===== src/rtl/sensor_packet_scheduler.sv =====
// sensor_packet_scheduler
//
// Shares one packet framer between the temperature, humidity and motion
// sensor streams. Each channel buffers a single pending sample. The block
// issues one framing request at a time. It then waits for the framer's
// completion pulse, or for a timeout, before it grants again.
//
// Parameters
//   DATA_W          sample width
//   TIMEOUT_CYCLES  cycles to wait for frm_done before giving up (>= 2)
//   CNT_W           width of each per-channel drop counter
//
// Ports
//   clk, rst_n                    clock, asynchronous active-low reset
//   temp/hum/motion_valid, _data  single-cycle sample strobes and values
//   enable                        allows new grants
//   motion_priority               motion pre-empts round-robin when set
//   frm_done                      framer packet-sent pulse
//   err_clr                       clears timeout_err
//   frm_valid                     one-hot request pulse (bit0 temp, bit1 hum, bit2 motion)
//   frm_data                      sample of the granted channel, held until the next grant
//   busy                          request in flight
//   pending                       per-channel pending flags
//   drop_cnt_temp/hum/motion      saturating overwrite counters
//   pkt_count                     completed packets (wraps)
//   timeout_err                   sticky timeout flag
module sensor_packet_scheduler #(
  parameter int DATA_W         = 16,
  parameter int TIMEOUT_CYCLES = 1024,
  parameter int CNT_W          = 8
) (
  input  logic              clk,
  input  logic              rst_n,
  input  logic              temp_valid,
  input  logic [DATA_W-1:0] temp_data,
  input  logic              hum_valid,
  input  logic [DATA_W-1:0] hum_data,
  input  logic              motion_valid,
  input  logic [DATA_W-1:0] motion_data,
  input  logic              enable,
  input  logic              motion_priority,
  input  logic              frm_done,
  input  logic              err_clr,
  output logic [2:0]        frm_valid,
  output logic [DATA_W-1:0] frm_data,
  output logic              busy,
  output logic [2:0]        pending,
  output logic [CNT_W-1:0]  drop_cnt_temp,
  output logic [CNT_W-1:0]  drop_cnt_hum,
  output logic [CNT_W-1:0]  drop_cnt_motion,
  output logic [15:0]       pkt_count,
  output logic              timeout_err
);

  localparam int TMR_W = $clog2(TIMEOUT_CYCLES);
  localparam logic [TMR_W-1:0] TMR_LAST = TMR_W'(TIMEOUT_CYCLES - 1);
  localparam logic [CNT_W-1:0] CNT_MAX  = '1;

  localparam logic [1:0] CH_TEMP   = 2'd0;
  localparam logic [1:0] CH_HUM    = 2'd1;
  localparam logic [1:0] CH_MOTION = 2'd2;

  typedef enum logic {
    IDLE = 1'b0,
    WAIT = 1'b1
  } state_t;

  state_t state, state_next;

  logic [2:0]        strobe;
  logic [DATA_W-1:0] sample_in  [3];
  logic [DATA_W-1:0] sample_buf [3];
  logic [2:0]        flags;
  logic [CNT_W-1:0]  drop_cnt   [3];
  logic [1:0]        last_grant;
  logic [TMR_W-1:0]  timer;

  logic       grant;
  logic [1:0] sel;
  logic [1:0] rr_sel;
  logic [2:0] consume;
  logic       done_evt;
  logic       timeout_evt;

  assign strobe       = {motion_valid, hum_valid, temp_valid};
  assign sample_in[0] = temp_data;
  assign sample_in[1] = hum_data;
  assign sample_in[2] = motion_data;

  // Round-robin search starts at the channel after the last grant. When
  // nothing is pending the result is ignored because grant stays low.
  always_comb begin
    rr_sel = CH_TEMP;
    case (last_grant)
      CH_TEMP: rr_sel = flags[1] ? CH_HUM    : (flags[2] ? CH_MOTION : CH_TEMP);
      CH_HUM:  rr_sel = flags[2] ? CH_MOTION : (flags[0] ? CH_TEMP   : CH_HUM);
      default: rr_sel = flags[0] ? CH_TEMP   : (flags[1] ? CH_HUM    : CH_MOTION);
    endcase
  end

  // Next-state logic and the per-cycle events it produces
  always_comb begin
    state_next  = state;
    grant       = 1'b0;
    done_evt    = 1'b0;
    timeout_evt = 1'b0;
    sel         = (motion_priority && flags[2]) ? CH_MOTION : rr_sel;
    case (state)
      IDLE: begin
        if (enable && (|flags)) begin
          grant      = 1'b1;
          state_next = WAIT;
        end
      end
      WAIT: begin
        if (frm_done) begin
          done_evt   = 1'b1;
          state_next = IDLE;
        end else if (timer == TMR_LAST) begin
          timeout_evt = 1'b1;
          state_next  = IDLE;
        end
      end
    endcase
    consume = grant ? (3'b001 << sel) : 3'b000;
  end

  always_ff @(posedge clk or negedge rst_n) begin
    if (!rst_n) begin
      state <= IDLE;
    end else begin
      state <= state_next;
    end
  end

  // Pending buffers. A strobe on the granted channel refills the slot, so
  // it does not count as a drop. The old sample still goes to the framer.
  always_ff @(posedge clk or negedge rst_n) begin
    if (!rst_n) begin
      flags <= '0;
      for (int c = 0; c < 3; c++) begin
        sample_buf[c] <= '0;
        drop_cnt[c]   <= '0;
      end
    end else begin
      for (int c = 0; c < 3; c++) begin
        if (strobe[c]) begin
          sample_buf[c] <= sample_in[c];
          flags[c]      <= 1'b1;
          if (flags[c] && !consume[c] && (drop_cnt[c] != CNT_MAX)) begin
            drop_cnt[c] <= drop_cnt[c] + 1'b1;
          end
        end else if (consume[c]) begin
          flags[c] <= 1'b0;
        end
      end
    end
  end

  // Request outputs, grant history, wait timer and status counters
  always_ff @(posedge clk or negedge rst_n) begin
    if (!rst_n) begin
      frm_valid   <= '0;
      frm_data    <= '0;
      last_grant  <= CH_MOTION;
      timer       <= '0;
      pkt_count   <= '0;
      timeout_err <= 1'b0;
    end else begin
      frm_valid <= consume;
      if (grant) begin
        frm_data   <= sample_buf[sel];
        last_grant <= sel;
        timer      <= '0;
      end else if (state == WAIT) begin
        timer <= timer + 1'b1;
      end
      if (done_evt) begin
        pkt_count <= pkt_count + 16'd1;
      end
      if (timeout_evt) begin
        timeout_err <= 1'b1;
      end else if (err_clr) begin
        timeout_err <= 1'b0;
      end
    end
  end

  assign busy            = (state == WAIT);
  assign pending         = flags;
  assign drop_cnt_temp   = drop_cnt[0];
  assign drop_cnt_hum    = drop_cnt[1];
  assign drop_cnt_motion = drop_cnt[2];

endmodule


===== config.mk =====
export PLATFORM = sky130hd
export DESIGN_NAME = sensor_packet_scheduler
export DESIGN_NICKNAME = d
export VERILOG_FILES = /design/src/rtl/sensor_packet_scheduler.sv
export SDC_FILE = /design/constraint.sdc
export NUM_CORES = 1
export LEC_CHECK = 0
export CORE_ASPECT_RATIO = 1.4
export CORE_MARGIN = 2
export CORE_UTILIZATION = 45
export DETAILED_ROUTE_END_ITERATION = 12
export PLACE_DENSITY = 0.81
export SYNTH_ARGS = -nofsm -noshare
export SYNTH_HDL_FRONTEND = slang
export SYNTH_SLANG_ARGS = --single-unit

===== constraint.sdc =====
create_clock -name clk -period 6.5 [get_ports clk]
set_clock_uncertainty 0.2 [all_clocks]
set_input_delay 0.975 -clock clk [delete_from_list [all_inputs] [get_ports clk]]
set_output_delay 0.975 -clock clk [all_outputs]
set_load 0.01 [all_outputs]

== Word level (Yosys, flattened, before mapping) ==
Cells that the tools add are included.
Word-level totals
  bits of input ports: 57
  register bits: 124
  output and inout port bits: 64
Operators by class
  bitwise logic cells: 2
  equal/unequal tests: 5
  $lt $le $gt $ge: 1
  reductions and logical operators: 21
  $add $sub $neg: 5
  shifts and indexed selects: 1
  muxes and demuxes: 32
Operator list (number)
  16-bit binary-select mux with 2-bit select: 1
  16-bit 2-to-1 mux: 2
  8-bit by 1-bit adder with 8-bit output (second input constant): 3
  8-bit inequality test (second input constant): 3
  10-bit 2-to-1 mux: 2
  1-bit 2-to-1 mux: 18
  16-bit by 1-bit adder with 16-bit output (second input constant): 1
  2-bit 2-to-1 mux: 6
  10-bit by 1-bit adder with 10-bit output (second input constant): 1
  10-bit equality test (second input constant): 1
  2-bit nonzero test: 5
  1-bit logical AND: 8
  2-bit AND reduction: 3
  2-bit one-hot mux with 2 select lines: 1
  3-bit greater-or-equal comparator (second input constant): 1
  1-bit logical NOT: 3
  3-bit 2-to-1 mux: 1
  2-bit NOT with 3-bit output: 1
  3-bit OR reduction: 1
  1-bit by 2-bit left shift with 3-bit output (first input constant): 1
  2-bit by 1-bit equality test with 1-bit output (second input constant): 1
  2-bit logical NOT: 1
  1-bit one-hot mux with 2 select lines: 1
  1-bit NOT: 1

== Logic depth before layout (Yosys ltp) ==
  depth in word-level cells: 10
  gate-level depth with buffers: 8

== Worst setup path before layout ==
Ideal clock, no wire load.
  path type: input to register
  from: in temp_valid
  to: reg drop_cnt (netlist bit drop_cnt_temp[1])
  required time: 6.172 ns
  setup slack: 4.065 ns
  stages on the path: 6
  arrival time: 2.108 ns
  cells stage by stage: buf_2 > inv_1 > a41oi_1 > nand2_1 > a21oi_2 > mux2_1
On the way
  cells in the longest elaborated chain, start to end: 1
Ends and longest elaborated chain
  start, declared: RTL line 34  | input logic temp_valid,
  2-bit AND reduction (no source line)
  end signal, assigned by index: RTL line 151  | drop_cnt[c] <= drop_cnt[c] + 1'b1;
  end, declared: RTL line 74  | logic [CNT_W-1:0] drop_cnt [3];
No other way between the ends.
A chain may end at the register's enable or synchronous reset.

== Final worst setup path ==
  from: in motion_priority
  to: reg frm_data[9]
On the way
  cells in the longest elaborated chain, start to end: 6
Ends and longest elaborated chain
  start, declared: RTL line 41  | input logic motion_priority,
  1-bit logical AND: RTL line 107  | sel = (motion_priority && flags[2]) ? CH_MOTION : rr_sel;
  2-bit 2-to-1 mux: RTL line 107
  2-bit NOT with 3-bit output (not written as such): RTL line 172  | frm_data <= sample_buf[sel];
  16-bit binary-select mux with 2-bit select: RTL line 172
  16-bit 2-to-1 mux (not written as such) (2 in series): RTL line 172
  end signal, assigned: RTL line 172
  end, declared: RTL line 45  | output logic [DATA_W-1:0] frm_data,
No other way between the ends. The select of a mux whose other input is x is not followed.

==> summary.md <==
| Metric | Value |
|---|---|
| HP Start | `pkt_count[15]` |
| Post-Synthesis Cell Area | `about 5500 um2` |
| Register Area | `3104 um2` |
| Global route total overflow | `0` |
| F_max | `between 0.2 and 0.3 GHz` |
| Max-Slew Margin vs Limit | `about a third` |
| I/O Pins | `~120` |
| Commonest cells post-synth | `123 x dfrtp_1, 50 x mux2_2, 38 x nand2_1, 23 x o21ai_0` |
| Hold Slack | `0.2689 ns` |
| # Post-CTS Setup Buffers | `0` |
| P_leak | `3.259 nW` |
| Sw power | `between 0.0008 and 0.0009 W` |
| Filler Cell Count | `958` |
| Fin crit period | `3.440 ns` |
| Share of layout cells above drive strength 1 | `around 17%` |
| Area growth from synthesis to layout | `34.31%` |
| IO buf count | `between 100 and 150` |
| Worst flop-to-flop path endpoint | `frm_data[9]` |
| WL final | `12.86 mm` |
| Vias | `4053` |
| Clock network fraction of total power | `34.9%` |
| Avg Inst Size Synth | `12.30 um2` |
| Final slew viol count | `0` |
| Post-DP HPWL | `8.964 mm` |
| Initial Util | `46.37%` |
| CP max FO | `24` |
| Worst endpoint data arrival time | `roughly 3.5 ns` |
| CTS Hold Bufs | `0` |
| Clock transition at path regs | `0.06 ns` |
| Die Y | `135.2 um` |
| Final hold violations | `0` |
| Post-CTS Resized | `0` |
| GRT Util Overall | `20.32%` |
| WL/cell | `between 15 and 20 um` |
| Cell taking the most area after synthesis | `dfrtp_1` |
| Synth Flop Type | `dfrtp_1` |
| Hold Path Class | `register to register` |
| Design area | `7435 um2` |
| Row cnt | `47` |
| CP Capture Point | `frm_data[9]` |
| DP Area | `between 6000 and 7000 um2` |
| Vias in the first global route | `between 4000 and 5000` |
| H-tree lvl count | `4` |
| R2r setup slk | `between 3 and 4 ns` |
| Synth warn | `0` |
| Yosys reg bits | `roughly 120` |
| Final setup TNS | `0 ns` |
| Reg power frac | `around 40%` |
| Post-synthesis net count | `512` |
| GP Congestion | `0.8328` |
| CTS Buf Count | `17` |
| Multi-input gate area | `2288 um2` |
| Worst r2r src | `last_grant[1]` |
| ANT nets after route | `0` |
| # diodes | `0` |
| Top post-synthesis cells by area | `dfrtp_1 56%, mux2_2 10%, mux2i_1 3.3%, xnor2_1 3.2%, xor2_1 3.2%` |
| # DRC | `0` |
| Max-Cap Viols | `0` |
| Mapped Cells | `450` |
| Top-count cell post-synth | `dfrtp_1` |
| Pwr Density | `around 370 nW/um2` |
| Setup violators final | `0` |
| Top cell type's share of synthesized area | `55.61%` |
| DR iter-0 viols | `233` |
| Critical Path Sink Type | `register` |
| Int Power | `0.001937 W` |
| CP startpoint kind | `primary input` |
| DIE AREA | `13220 um2` |
| Max rail drop VDD | `about 200 uV` |
| Root buf cell | `clkbuf_16` |
| Vias per cell | `5.537` |
| Pre-antenna DRT Iters | `4` |
| CTS Buffer Depth | `2` |
| R2R depth | `5` |
| EDFF count, synth | `0` |
| Crit Path Class | `primary input to register` |
| Core box area | `11940 um2` |
| Async SR Flop Fraction | `100.0%` |
| CTS tree | `built` |
| Nets | `634` |
| Die Width | `97.74 um` |
| Worst-Margin Slew | `about 1 ns` |
| Worst Setup SP | `motion_priority` |
| Initial antenna violation count | `0` |
| Status | `completed` |
| Synth unique cells | `slightly below 50` |
| Worst EP required | `6.60 ns` |
| Sequential element share of the synthesized area | `56.08%` |
| Sink Count | `124` |
| Final Cycle Share | `~53%` |
| Worst-Skew Late Latency | `0.41 ns` |
| RSZ-0062 raised after global routing | `false` |
| Pin count of the biggest net entering global routing | `67` |
| Global-route wire length before repair | `21.15 mm` |
| Switching Share | `approximately 29%` |
| Power share of the combinational group | `25.5%` |
critical path: stages:
cell	delay, ns
clkdlybuf4s50_1	0.45
o21ai_0	0.31
nor2b_2	0.89
nand2_1	0.55
o21ai_0	0.36
how the worst min path moves through the flow:
stage / endpoint / slack, ns / cells past startpoint
global placement: pkt_count[15] / 0.26 / 1
CTS: pkt_count[15] / 0.28 / 1
global route: pkt_count[15] / 0.29 / 1
finish: pkt_count[15] / 0.27 / 1
detailed placement: pkt_count[15] / 0.27 / 1
floorplan: timer[9] / 0.26 / 1
stage by stage:
step | power [W] | worst slack [ns] | util (%) | instances
floorplan | 0.001423 | 4.065 | - | 450
global placement | 0.001767 | 2.910 | 57.16 | 700
detailed placement | 0.001798 | 2.702 | 57.16 | 700
CTS | 0.002771 | 3.031 | 62.28 | 732
global route | 0.002879 | 2.737 | 62.28 | 732
finish | 0.002745 | 3.060 | 62.28 | 732
power by group through the flow:
stage / Sequential [W] / Clock, W / Combinational [W]
5_1_grt: 0.00111 / 0.00101 / 0.000758
2_1_floorplan: 0.00111 / 0 / 0.000311
6_report: 0.00109 / 0.000959 / 0.000701
3_5_place_dp: 0.00109 / 0 / 0.000704
3_3_place_gp: 0.00108 / 0 / 0.000682
4_1_cts: 0.00108 / 0.000976 / 0.000711
cell type report:
type / count / share of cell area [%]
Clock buffer: 18 / 5.907
Clock inverter: 14 / 2.306
Timing Repair Buffer: 123 / 16.43
Sequential cell: 124 / 41.75
Tap cell: 147 / 2.474
Inverter: 7 / 0.3534
Multi-Input combinational cell: 299 / 30.78
state kept, by name (all words and copies together) (netlist names), 3 cells and up:
register	flops
sample_buf	48
pending	3
frm_data	16
drop_cnt_hum	8
drop_cnt_temp	8
frm_valid	3
drop_cnt_motion	8
timer	10
pkt_count	16
layout by cell type (no fill, tap or decap), types with 16 or more instances in the layout:
master             n
mux2i_1           18
mux2_2            50
clkbuf_16         17
xnor2_1           20
nand2_1           38
clkdlybuf4s50_1  119
nand3_1           20
o21ai_0           23
dfrtp_1          123
a2bb2oi_1         16
xor2_1            20
cells by family (layout without fill, tap and decap cells):
| family | count (synthesis) | after routing | synth area share (%) |
|---|---|---|---|
| AOI/OAI and AO/OA | 70 | 70 | 9.268 |
| xor gates and xnor gates | 40 | 40 | 6.329 |
| adders and majority gates | 5 | 5 | 1.130 |
| buffers and inverters | 27 | 162 | 2.622 |
| DFF | 124 | 124 | 56.08 |
| muxes | 70 | 70 | 13.83 |
| and+or+nand+nor | 114 | 114 | 10.74 |
metal layers:
metal	share of wire [%]	track usage, %
met1	38	22.12
met2	55	37.01
met4	2.7	9.645
met5	0	0
met3	4.7	5.005
No activity file was read; power rests on OpenSTA's default activity.
